==> config.mk <==
export PLATFORM = sky130hd
export DESIGN_NAME = rotate_sequencer
export DESIGN_NICKNAME = d
export VERILOG_FILES = /design/src/rtl/rotate_sequencer.sv
export SDC_FILE = /design/constraint.sdc
export NUM_CORES = 1
export LEC_CHECK = 0
export ABC_AREA = 1
export BUFFER_PORTS_ARGS = -buffer_cell sky130_fd_sc_hd__buf_2
export CAP_MARGIN = 0
export CORE_MARGIN = 5
export CORE_UTILIZATION = 48
export DETAILED_ROUTE_END_ITERATION = 12
export GPL_TIMING_DRIVEN = 0
export HOLD_SLACK_MARGIN = 0.03
export PLACE_DENSITY = 0.78
export SLEW_MARGIN = 5
export SYNTH_ARGS = -nofsm -noshare
export SYNTH_HDL_FRONTEND = slang
export SYNTH_SLANG_ARGS = --single-unit
==> constraint.sdc <==
create_clock -name clk -period 1.8 [get_ports clk]
set_input_delay 0.18 -clock clk [delete_from_list [all_inputs] [get_ports clk]]
set_output_delay 0.18 -clock clk [all_outputs]
set_load 0.01 [all_outputs]
==> src/rtl/rotate_sequencer.sv <==
// Two-requester rotate sequencer: round-robin accepts 0-7 left-rotate requests and
// walks each amount through the external one-hot shifter one stage per cycle.
module rotate_sequencer #(
  parameter int unsigned CNT_W = 16
) (
  input  logic             clk,
  input  logic             rst,
  input  logic             req_a_valid,
  output logic             req_a_ready,
  input  logic [7:0]       req_a_data,
  input  logic [2:0]       req_a_amt,
  input  logic             req_b_valid,
  output logic             req_b_ready,
  input  logic [7:0]       req_b_data,
  input  logic [2:0]       req_b_amt,
  output logic             res_valid,
  input  logic             res_ready,
  output logic [7:0]       res_data,
  output logic             res_id,
  output logic [7:0]       shf_in,
  output logic [2:0]       shf_ctrl,
  input  logic [7:0]       shf_out,
  output logic             busy,
  output logic [CNT_W-1:0] done_cnt
);

  typedef enum logic [1:0] {StIdle, StRun, StDone} state_e;

  state_e           r_state;
  logic [7:0]       r_work;
  logic [2:0]       r_rem;
  logic             r_res_id;
  logic             r_last_grant;
  logic [CNT_W-1:0] r_done_cnt;

  logic       w_any_valid;
  logic       w_grant;
  logic       w_accept;
  logic [7:0] w_sel_data;
  logic [2:0] w_sel_amt;
  logic [2:0] w_stage;
  logic [2:0] w_rem_next;

  assign w_any_valid = (r_state == StIdle) && (req_a_valid || req_b_valid);

  // Grant 0 = A, 1 = B; on contention the side not served last wins.
  always_comb begin
    w_grant = 1'b0;
    if (req_a_valid && req_b_valid) begin
      w_grant = ~r_last_grant;
    end else if (req_b_valid) begin
      w_grant = 1'b1;
    end
  end

  assign w_accept    = w_any_valid;
  assign req_a_ready = w_any_valid && !w_grant;
  assign req_b_ready = w_any_valid && w_grant;
  assign w_sel_data  = w_grant ? req_b_data : req_a_data;
  assign w_sel_amt   = w_grant ? req_b_amt : req_a_amt;

  // Largest remaining stage first; one stage per RUN cycle.
  always_comb begin
    w_stage = 3'b000;
    if (r_rem[2]) begin
      w_stage = 3'b100;
    end else if (r_rem[1]) begin
      w_stage = 3'b010;
    end else if (r_rem[0]) begin
      w_stage = 3'b001;
    end
  end

  assign w_rem_next = r_rem & ~w_stage;

  always_ff @(posedge clk or posedge rst) begin
    if (rst) begin
      r_state      <= StIdle;
      r_work       <= 8'h00;
      r_rem        <= 3'b000;
      r_res_id     <= 1'b0;
      r_last_grant <= 1'b1;
      r_done_cnt   <= '0;
    end else begin
      case (r_state)
        StIdle: begin
          if (w_accept) begin
            r_work       <= w_sel_data;
            r_rem        <= w_sel_amt;
            r_res_id     <= w_grant;
            r_last_grant <= w_grant;
            r_state      <= (w_sel_amt != 3'b000) ? StRun : StDone;
          end
        end
        StRun: begin
          r_work <= shf_out;
          r_rem  <= w_rem_next;
          if (w_rem_next == 3'b000) begin
            r_state <= StDone;
          end
        end
        StDone: begin
          if (res_ready) begin
            r_done_cnt <= r_done_cnt + {{(CNT_W-1){1'b0}}, 1'b1};
            r_state    <= StIdle;
          end
        end
        default: r_state <= StIdle;
      endcase
    end
  end

  assign shf_in    = r_work;
  assign shf_ctrl  = (r_state == StRun) ? w_stage : 3'b000;
  assign res_valid = (r_state == StDone);
  assign res_data  = r_work;
  assign res_id    = r_res_id;
  assign busy      = (r_state != StIdle);
  assign done_cnt  = r_done_cnt;

endmodule
==> results of run 1 <==
==> Yosys cell counts, types with 3 or more instances <==
| cell type | count | share of area (%) |
|---|---|---|
| o211ai_1 | 8 | 3.4 |
| nand3b_1 | 5 | 2.1 |
| nand2_1 | 79 | 17 |
| xnor2_1 | 7 | 3.4 |
| xor2_1 | 4 | 2.0 |
| nand3_1 | 14 | 3.9 |
| nor2_2 | 3 | 1.0 |
| nand4_1 | 3 | 1.0 |
| dfrtp_1 | 30 | 42 |
| o21ai_0 | 4 | 1.1 |
| nor2_1 | 21 | 4.4 |
| buf_2 | 3 | 0.84 |
| inv_1 | 24 | 5.0 |
| buf_4 | 9 | 3.8 |
==> final cells by class <==
class	instances	area (um^2)
flip-flops and latches	31	778
inverters	26	101
repair buffers	75	378
fillers	347	1290
plain buffers	12	82.6
well taps	48	60.1
clock buffers	8	100
multi-input cells	162	846
==> cell families (layout without fill, tap and decap cells) <==
kind of cell | count (synthesis) | count (layout) | synth area share, %
compound gates | 16 | 16 | 5.94
xor+xnor | 11 | 11 | 5.38
fa+ha+maj | 1 | 1 | 0.698
buf+inv | 38 | 121 | 10.1
flops | 31 | 31 | 43.4
simple gates | 134 | 134 | 34.6
==> power by group through the flow <==
stage                     Sequential, uW  Combinational, uW  Clock (uW)
after floorplan                     1150                886           0
after global placement              1100               1400           0
after detailed placement            1100               1420           0
after CTS                           1090               1430         620
after global routing                1150               1640         647
final                               1110               1440         605
==> worst reg2reg max path: stages (launching register included) <==
cell	delay, ns
dfstp_2	0.53
nand2_1	0.09
nand2_1	0.17
buf_4	0.22
nand2_1	0.06
nand2_1	0.09
nand3_1	0.10
a21o_1	0.17
==> final timing paths <==
path                                     startpoint                       end  cells past startpoint
min in group clk                         shf_out[4]   res_data[4]$_DFFE_PP0P_                      3
setup / recovery           r_last_grant$_DFFE_PP1P_               req_b_ready                      5
max in group asynchronous                       rst    r_state[1]$_DFFE_PP0P_                      2
hold reg to reg                  res_id$_DFFE_PP0P_        res_id$_DFFE_PP0P_                      2
hold / removal                                  rst  done_cnt[12]$_DFFE_PP0P_                      2
setup reg to reg           r_last_grant$_DFFE_PP1P_    r_state[0]$_DFFE_PP0P_                      7
==> what timing repair did <==
item,in CTS,in global routing
setup endpoints to repair,0,2
setup buffers,0,1
hold endpoints to repair,0,0
gates resized for setup,0,5
==> through the flow <==
stage | power [uW] | utilization [%] | hold WS, ns | setup WS [ns] | TNS, ns
6_report | 3150 | 64.6 | 0.0323 | 0.131 | 0
3_3_place_gp | 2500 | 61.2 | 0.435 | 0.343 | 0
4_1_cts | 3140 | 63.9 | 0.141 | 0.0396 | 0
3_5_place_dp | 2530 | 61.2 | 0.436 | 0.332 | 0
5_1_grt | 3430 | 64.6 | 0.106 | -0.0268 | -0.0381
2_1_floorplan | 2030 | - | 0.283 | 0.445 | 0
==> flip-flops by register name, summed over array words and instances, names as in the netlist <==
register      count
done_cnt         16
res_data          8
res_id            1
r_rem             3
r_state           2
r_last_grant      1
==> per-layer routing <==
| metal | track usage [%] | vias up | wire, um |
|---|---|---|---|
| li1 | - | 880 | - |
| met2 | 30.4 | 41 | 2170 |
| met1 | 22.2 | 815 | 1860 |
| met4 | 6.68 | 0 | 52 |
| met5 | 0 | - | 0 |
| met3 | 5.40 | 4 | 263 |
==> impl_metrics.env, run 1 <==
export IMPL_synthFlopType="dfrtp_1"
export IMPL_std_cell_rows=22
export IMPL_slowest_stage="dfstp_2"
export IMPL_dr_pass1_iters=4
export IMPL_wirelength_um=4350
export IMPL_placed_area_um2=2220
export IMPL_synth_edff_count=0
export IMPL_antenna_cells=0
export IMPL_skew_ns=0.00529
export IMPL_wl_per_cell_um=12.0
export IMPL_design_area_um2=2350
export IMPL_peakVddDrop_mv=0.812
export IMPL_worstSetupEndpointType="output pin"
export IMPL_worst_r2r_setup_slack_ns=0.27
export IMPL_grt_max_degree=32
export IMPL_p_comb_share_pct=45.7
export IMPL_p_seq_share_pct=35.1
export IMPL_die_h_um=71.1
export IMPL_syn_nets=267
export IMPL_die_area_um2=5050
export IMPL_avgSynthCellArea_um2=7.76
export IMPL_p_clk_share_pct=19.2
export IMPL_rsz0062_at_grt="true"
export IMPL_power_density_nw_per_um2=1340
export IMPL_gp_congestion=0.824
export IMPL_num_vias=1740
export IMPL_yosys_warnings=0
export IMPL_critPathKind="register to output pin"
export IMPL_ant_nets=0
export IMPL_drt_iter0_drc=142
export IMPL_p_sw_uw=1260
export IMPL_netlist_area_um2=1790
export IMPL_synthDistinctLibCells=29
export IMPL_synth_cells=231
export IMPL_port_buffers=74
export IMPL_sw_frac_of_total_pct=40.0
export IMPL_placed_cells=353
export IMPL_cts_buffers=5
export IMPL_cp_required_ns=1.62
export IMPL_place_hpwl_um=3220
export IMPL_cp_common_cell="nand2_1"
export IMPL_leakagePower_uw=0.00132
export IMPL_drcViolationCount=0
export IMPL_stdcell_count=362
export IMPL_grt_total_usage_pct=18.2
export IMPL_clock_fmax_mhz=599
export IMPL_via_per_inst=4.81
export IMPL_clk_pin_slew_ns=0.07
export IMPL_hp_class="primary input to asynchronous set/reset pin"
export IMPL_crit_family="flip-flops"
export IMPL_setup_violations=0
export IMPL_intPower_uw=1890
export IMPL_postSynthRegisterBits=31
export IMPL_cts_hold_buf=0
export IMPL_layout_nets=349
export IMPL_gr_total_overflow=0
export IMPL_critPathMaxFanout=10
export IMPL_cp_start_kind="register"
export IMPL_critPathMaxStageDelay_ns=0.53
export IMPL_antenna_found_initial=0
export IMPL_worstPathArrival_ns=1.49
export IMPL_boundaryPins=75
export IMPL_grt_pass1_vias=1671
export IMPL_final_max_slew_violation_count=0
export IMPL_root_buffer="clkbuf_8"
export IMPL_h_tree_depth=2
export IMPL_tritoncts="yes"
export IMPL_grt_pass1_wl_um=7380
export IMPL_status="complete, no violations"
export IMPL_drv_cap=0
export IMPL_start_util_pct=49.3
export IMPL_clock_path_buffers=2
export IMPL_crit_chain="nand2_1 -> nand2_1 -> buf_4 -> nor2_1 -> buf_2"
export IMPL_worst_pin_slew_ns=1.10
export IMPL_clk_latency_ns=0.28
export IMPL_critPathBufInv=2
export IMPL_finalHoldViolCount=0
export IMPL_ys_seq_area_share_pct=43.4
export IMPL_relSlewSlack_pct=26.2
export IMPL_async_flop_share_pct=100
export IMPL_fin_crit_sh_pct=92.7
export IMPL_layout_drive_gt1_share_pct=35.0
export IMPL_core_area_um2=3630
export IMPL_area_growth_pct=30.9
export IMPL_period_needed_ns=1.67
export IMPL_die_w_um=71.1
export IMPL_clkSinkCount=31
export IMPL_final_cell_mix="nand2_1 (79), buf_2 (77), dfrtp_1 (29)"
export IMPL_layout_commonest_cell="nand2_1"
Power figures use the tool's default switching activity.
==> run 2: changes to the inputs <==
- MAX_ROUTING_LAYER: default -> met4
==> impl_metrics.env, run 2 (synthesis results as in run 1) <==
export IMPL_wirelength_um=4380
export IMPL_layout_nets=349
export IMPL_port_buffers=74
export IMPL_multi_input_comb_area_um2=846
export IMPL_antenna_found_initial=0
export IMPL_relSlewSlack_pct=26.1
export IMPL_layout_drive_gt1_share_pct=35.0
export IMPL_p_seq_share_pct=35.1
export IMPL_critPathKind="register to output pin"
export IMPL_die_h_um=71.1
export IMPL_clock_fmax_mhz=599
export IMPL_intPower_uw=1890
export IMPL_status="complete, no violations"
export IMPL_fin_tns_setup_ns=0
export IMPL_dr_pass1_iters=4
export IMPL_cp_startpoint="r_last_grant$_DFFE_PP1P_"
export IMPL_place_hpwl_um=3220
export IMPL_start_util_pct=49.3
export IMPL_fin_crit_sh_pct=92.8
export IMPL_worst_pin_slew_ns=1.10
export IMPL_die_area_um2=5050
export IMPL_clock_path_buffers=2
export IMPL_via_per_inst=4.81
export IMPL_regArea_um2=778
export IMPL_final_max_slew_violation_count=0
export IMPL_grt_max_degree=32
export IMPL_p_total_uw=3150
export IMPL_crit_reg2reg_launch="r_last_grant$_DFFE_PP1P_"
export IMPL_dr_wl_met3_um=247
export IMPL_stdcell_count=362
export IMPL_grt_total_usage_pct=18.8
export IMPL_wl_per_cell_um=12.1
export IMPL_power_density_nw_per_um2=1340
export IMPL_die_w_um=71.1
export IMPL_leakagePower_uw=0.00132
export IMPL_tritoncts="yes"
export IMPL_std_cell_rows=22
export IMPL_area_growth_pct=30.9
export IMPL_top_layer_used="met4"
export IMPL_drt_iter0_drc=149
export IMPL_drcViolationCount=0
export IMPL_final_cell_mix="nand2_1 (79), buf_2 (77), dfrtp_1 (29)"
export IMPL_sw_frac_of_total_pct=40.1
export IMPL_boundaryPins=75
export IMPL_clk_latency_ns=0.28
export IMPL_cp_start_kind="register"
export IMPL_clk_pin_slew_ns=0.07
export IMPL_wl_met1_um=1900
export IMPL_core_area_um2=3630
export IMPL_clkSinkCount=31
export IMPL_p_comb_share_pct=45.7
export IMPL_cts_buffers=5
export IMPL_h_tree_depth=2
export IMPL_wl_met2_um=2170
export IMPL_period_needed_ns=1.67
export IMPL_cp_required_ns=1.62
export IMPL_num_vias=1740
export IMPL_largest_reg_flops=16
export IMPL_whs_ns=0.0325
export IMPL_critPathMaxFanout=10
export IMPL_skew_ns=0.00539
export IMPL_peakVddDrop_mv=0.812
export IMPL_hp_class="primary input to asynchronous set/reset pin"
export IMPL_root_buffer="clkbuf_8"
export IMPL_ant_nets=0
export IMPL_worstSetupEndpointType="output pin"
export IMPL_p_sw_uw=1260
export IMPL_gp_congestion=0.836
export IMPL_gr_total_overflow=0
export IMPL_antenna_cells=0
export IMPL_finalHoldViolCount=0
export IMPL_placed_cells=353
export IMPL_cts_hold_buf=0
export IMPL_layout_commonest_cell="nand2_1"
export IMPL_worstPathArrival_ns=1.49
export IMPL_fill_cells=347
export IMPL_grt_pass1_wl_um=7380
export IMPL_rsz0062_at_grt="true"
export IMPL_drv_cap=0
export IMPL_grt_pass1_vias=1672
export IMPL_setup_violations=0
export IMPL_p_clk_share_pct=19.3
run 2: metrics by stage:
step           setup WS, ns  instance area, um^2  utilization, %
5_1_grt             -0.0268                 2350            64.6
3_3_place_gp          0.343                 2220            61.2
4_1_cts              0.0396                 2320            63.9
6_report              0.130                 2350            64.6
3_5_place_dp          0.332                 2220            61.2
2_1_floorplan         0.445                 1790               -
run 2: area by class of cell:
type | instances | share of cell area (%)
timing repair buffer | 75 | 16.1
buffer | 12 | 3.52
tap | 48 | 2.56
multi-input combinational | 162 | 36.1
clock buffer | 8 | 4.27
inverter | 26 | 4.32
sequential | 31 | 33.2
run 2: power groups by stage:
| stage | registers [uW] | logic, uW | clock network [uW] |
|---|---|---|---|
| floorplan | 1150 | 886 | 0 |
| global placement | 1100 | 1400 | 0 |
| detailed placement | 1100 | 1420 | 0 |
| CTS | 1090 | 1430 | 620 |
| global route | 1150 | 1640 | 647 |
| finish | 1110 | 1440 | 607 |
run 2: worst paths after layout:
kind	end	slack, ns	cells after the start
min in group clk	res_data[4]$_DFFE_PP0P_	0.15	3
worst max register to register	r_state[0]$_DFFE_PP0P_	0.27	7
worst min-delay path	done_cnt[12]$_DFFE_PP0P_	0.03	2
worst min register to register	res_id$_DFFE_PP0P_	0.47	2
worst max-delay path	req_b_ready	0.13	5
max in group asynchronous	r_state[1]$_DFFE_PP0P_	1.21	2
run 2: timing repair:
action,CTS,global route
buffers inserted,0,1
endpoints found under the setup margin,0,2
resized for setup,0,5
run 2: routing by layer:
layer	up-vias	GRT usage, %
met3	4	5.26
li1	880	-
met2	43	30.4
met5	-	-
met1	813	22.3
met4	0	6.68
run 2: critical path, stage by stage, from the launching register on:
cell,delay [ns]
dfstp_2,0.53
nand2_1,0.09
nand2_1,0.17
buf_4,0.22
nor2_1,0.07
buf_2,0.14
==> run 3: changes to the inputs <==
- PLACE_DENSITY: 0.78 -> 0.82
==> impl_metrics.env, run 3 (synthesis results as in run 1) <==
export IMPL_relSlewSlack_pct=56.9
export IMPL_rsz0062_at_grt="false"
export IMPL_dr_pass1_iters=4
export IMPL_cp_common_cell="buf_2"
export IMPL_h_tree_depth=2
export IMPL_slowest_stage="dfrtp_1"
export IMPL_leakagePower_uw=0.00134
export IMPL_r2r_cells=7
export IMPL_gr_total_overflow=0
export IMPL_drt_iter0_drc=132
export IMPL_ant_nets=0
export IMPL_violations="negative hold slack"
export IMPL_grt_pass1_vias=1669
export IMPL_power_density_nw_per_um2=1390
export IMPL_cp_required_ns=1.62
export IMPL_cp_start_kind="register"
export IMPL_start_util_pct=49.3
export IMPL_period_needed_ns=1.70
export IMPL_clk_latency_ns=0.29
export IMPL_grt_pass1_wl_um=7580
export IMPL_finalHoldViolCount=30
export IMPL_critPathMaxStageDelay_ns=0.46
export IMPL_layout_nets=348
export IMPL_fin_crit_sh_pct=94.5
export IMPL_wirelength_um=4370
export IMPL_status="finished with violations"
export IMPL_critPathKind="register to output pin"
export IMPL_r2r_end="r_state[0]$_DFFE_PP0P_"
export IMPL_design_area_um2=2340
export IMPL_final_cell_mix="nand2_1 (79), buf_2 (77), dfrtp_1 (30)"
export IMPL_critPathMaxFanout=10
export IMPL_die_area_um2=5050
export IMPL_crit_chain="nor2_1 -> inv_1 -> buf_2 -> nor4_1 -> buf_2"
export IMPL_gp_congestion=0.820
export IMPL_antenna_found_initial=0
export IMPL_worst_r2r_setup_slack_ns=0.30
export IMPL_layout_commonest_cell="nand2_1"
export IMPL_wl_per_cell_um=12.1
export IMPL_hp_class="primary input to asynchronous set/reset pin"
export IMPL_drcViolationCount=0
export IMPL_critPathBufInv=3
export IMPL_whs_ns=-0.0234
export IMPL_area_growth_pct=30.7
export IMPL_boundaryPins=75
export IMPL_clock_fmax_mhz=588
export IMPL_clk_pin_slew_ns=0.07
export IMPL_place_hpwl_um=3380
export IMPL_worst_pin_slew_ns=0.645
export IMPL_fin_tns_setup_ns=0
export IMPL_crit_family="flip-flops"
export IMPL_setup_violations=0
export IMPL_via_per_inst=4.87
export IMPL_tritoncts="yes"
export IMPL_peakVddDrop_mv=0.851
export IMPL_num_vias=1758
export IMPL_worstSetupEndpointType="output pin"
export IMPL_antenna_cells=0
export IMPL_cts_hold_buf=0
export IMPL_grt_total_usage_pct=19.5
export IMPL_cts_buffers=5
export IMPL_layout_drive_gt1_share_pct=34.2
export IMPL_largest_reg_flops=16
export IMPL_core_area_um2=3630
export IMPL_clkSinkCount=31
export IMPL_std_cell_rows=22
export IMPL_placed_area_um2=2220
export IMPL_clock_path_buffers=2
export IMPL_grt_max_degree=32
export IMPL_worstPathArrival_ns=1.52
export IMPL_port_buffers=74
export IMPL_final_max_slew_violation_count=0
export IMPL_die_h_um=71.1
export IMPL_skew_ns=0.00515
export IMPL_die_w_um=71.1
export IMPL_crit_reg2reg_launch="r_last_grant$_DFFE_PP1P_"
export IMPL_post_cts_buffers=0
export IMPL_root_buffer="clkbuf_8"
export IMPL_drv_cap=0
run 3: power by group:
part | switching, uW | internal (uW)
Sequential | 181 | 915
Clock | 276 | 448
Combinational | 815 | 611
Total | 1270 | 1970
run 3: per-layer routing:
metal / global-route usage, % / vias to the layer above / part of all wire (%)
li1: - / 889 / -
met1: 23.8 / 807 / 42
met2: 30.2 / 54 / 50
met3: 5.68 / 8 / 6.5
met4: 7.93 / 0 / 1.9
met5: - / - / 0
run 3: per-stage QoR:
| step | power, uW | setup WS (ns) | util, % | hold slack (ns) | instances |
|---|---|---|---|---|---|
| final | 3250 | 0.0983 | 64.4 | -0.0234 | 361 |
| after CTS | 3270 | 0.103 | 64.4 | 0.137 | 361 |
| after global routing | 3500 | 0.0281 | 64.4 | 0.0445 | 361 |
| after detailed placement | 2540 | 0.295 | 61.2 | 0.437 | 353 |
| after global placement | 2500 | 0.339 | 61.2 | 0.435 | 353 |
| after floorplan | 2030 | 0.445 | - | 0.283 | 231 |
run 3: worst max path at each step:
stage / start / to / cells past startpoint
final: r_state[1]$_DFFE_PP0P_ / shf_ctrl[0] / 5
after global routing: r_state[1]$_DFFE_PP0P_ / shf_ctrl[0] / 5
after CTS: r_state[1]$_DFFE_PP0P_ / shf_ctrl[0] / 5
after detailed placement: r_last_grant$_DFFE_PP1P_ / res_data[1]$_DFFE_PP0P_ / 7
after global placement: r_last_grant$_DFFE_PP1P_ / r_state[0]$_DFFE_PP0P_ / 7
after floorplan: done_cnt[0]$_DFFE_PP0P_ / done_cnt[12]$_DFFE_PP0P_ / 5
run 3: repair_timing:
item / 4_1_cts / 5_1_grt
endpoints found under the hold margin: 0 / 0
gates resized for setup: 1 / 0
setup endpoints to repair: 1 / 0
run 3: layout make-up:
cell class	count	area, um^2
timing repair buffer	74	370
multi-input combinational	162	835
fill	329	1290
clock buffer	6	82.6
buffer	12	82.6
inverter	26	98.8
clock inverter	2	35.0
sequential	31	777
tap	48	60.1
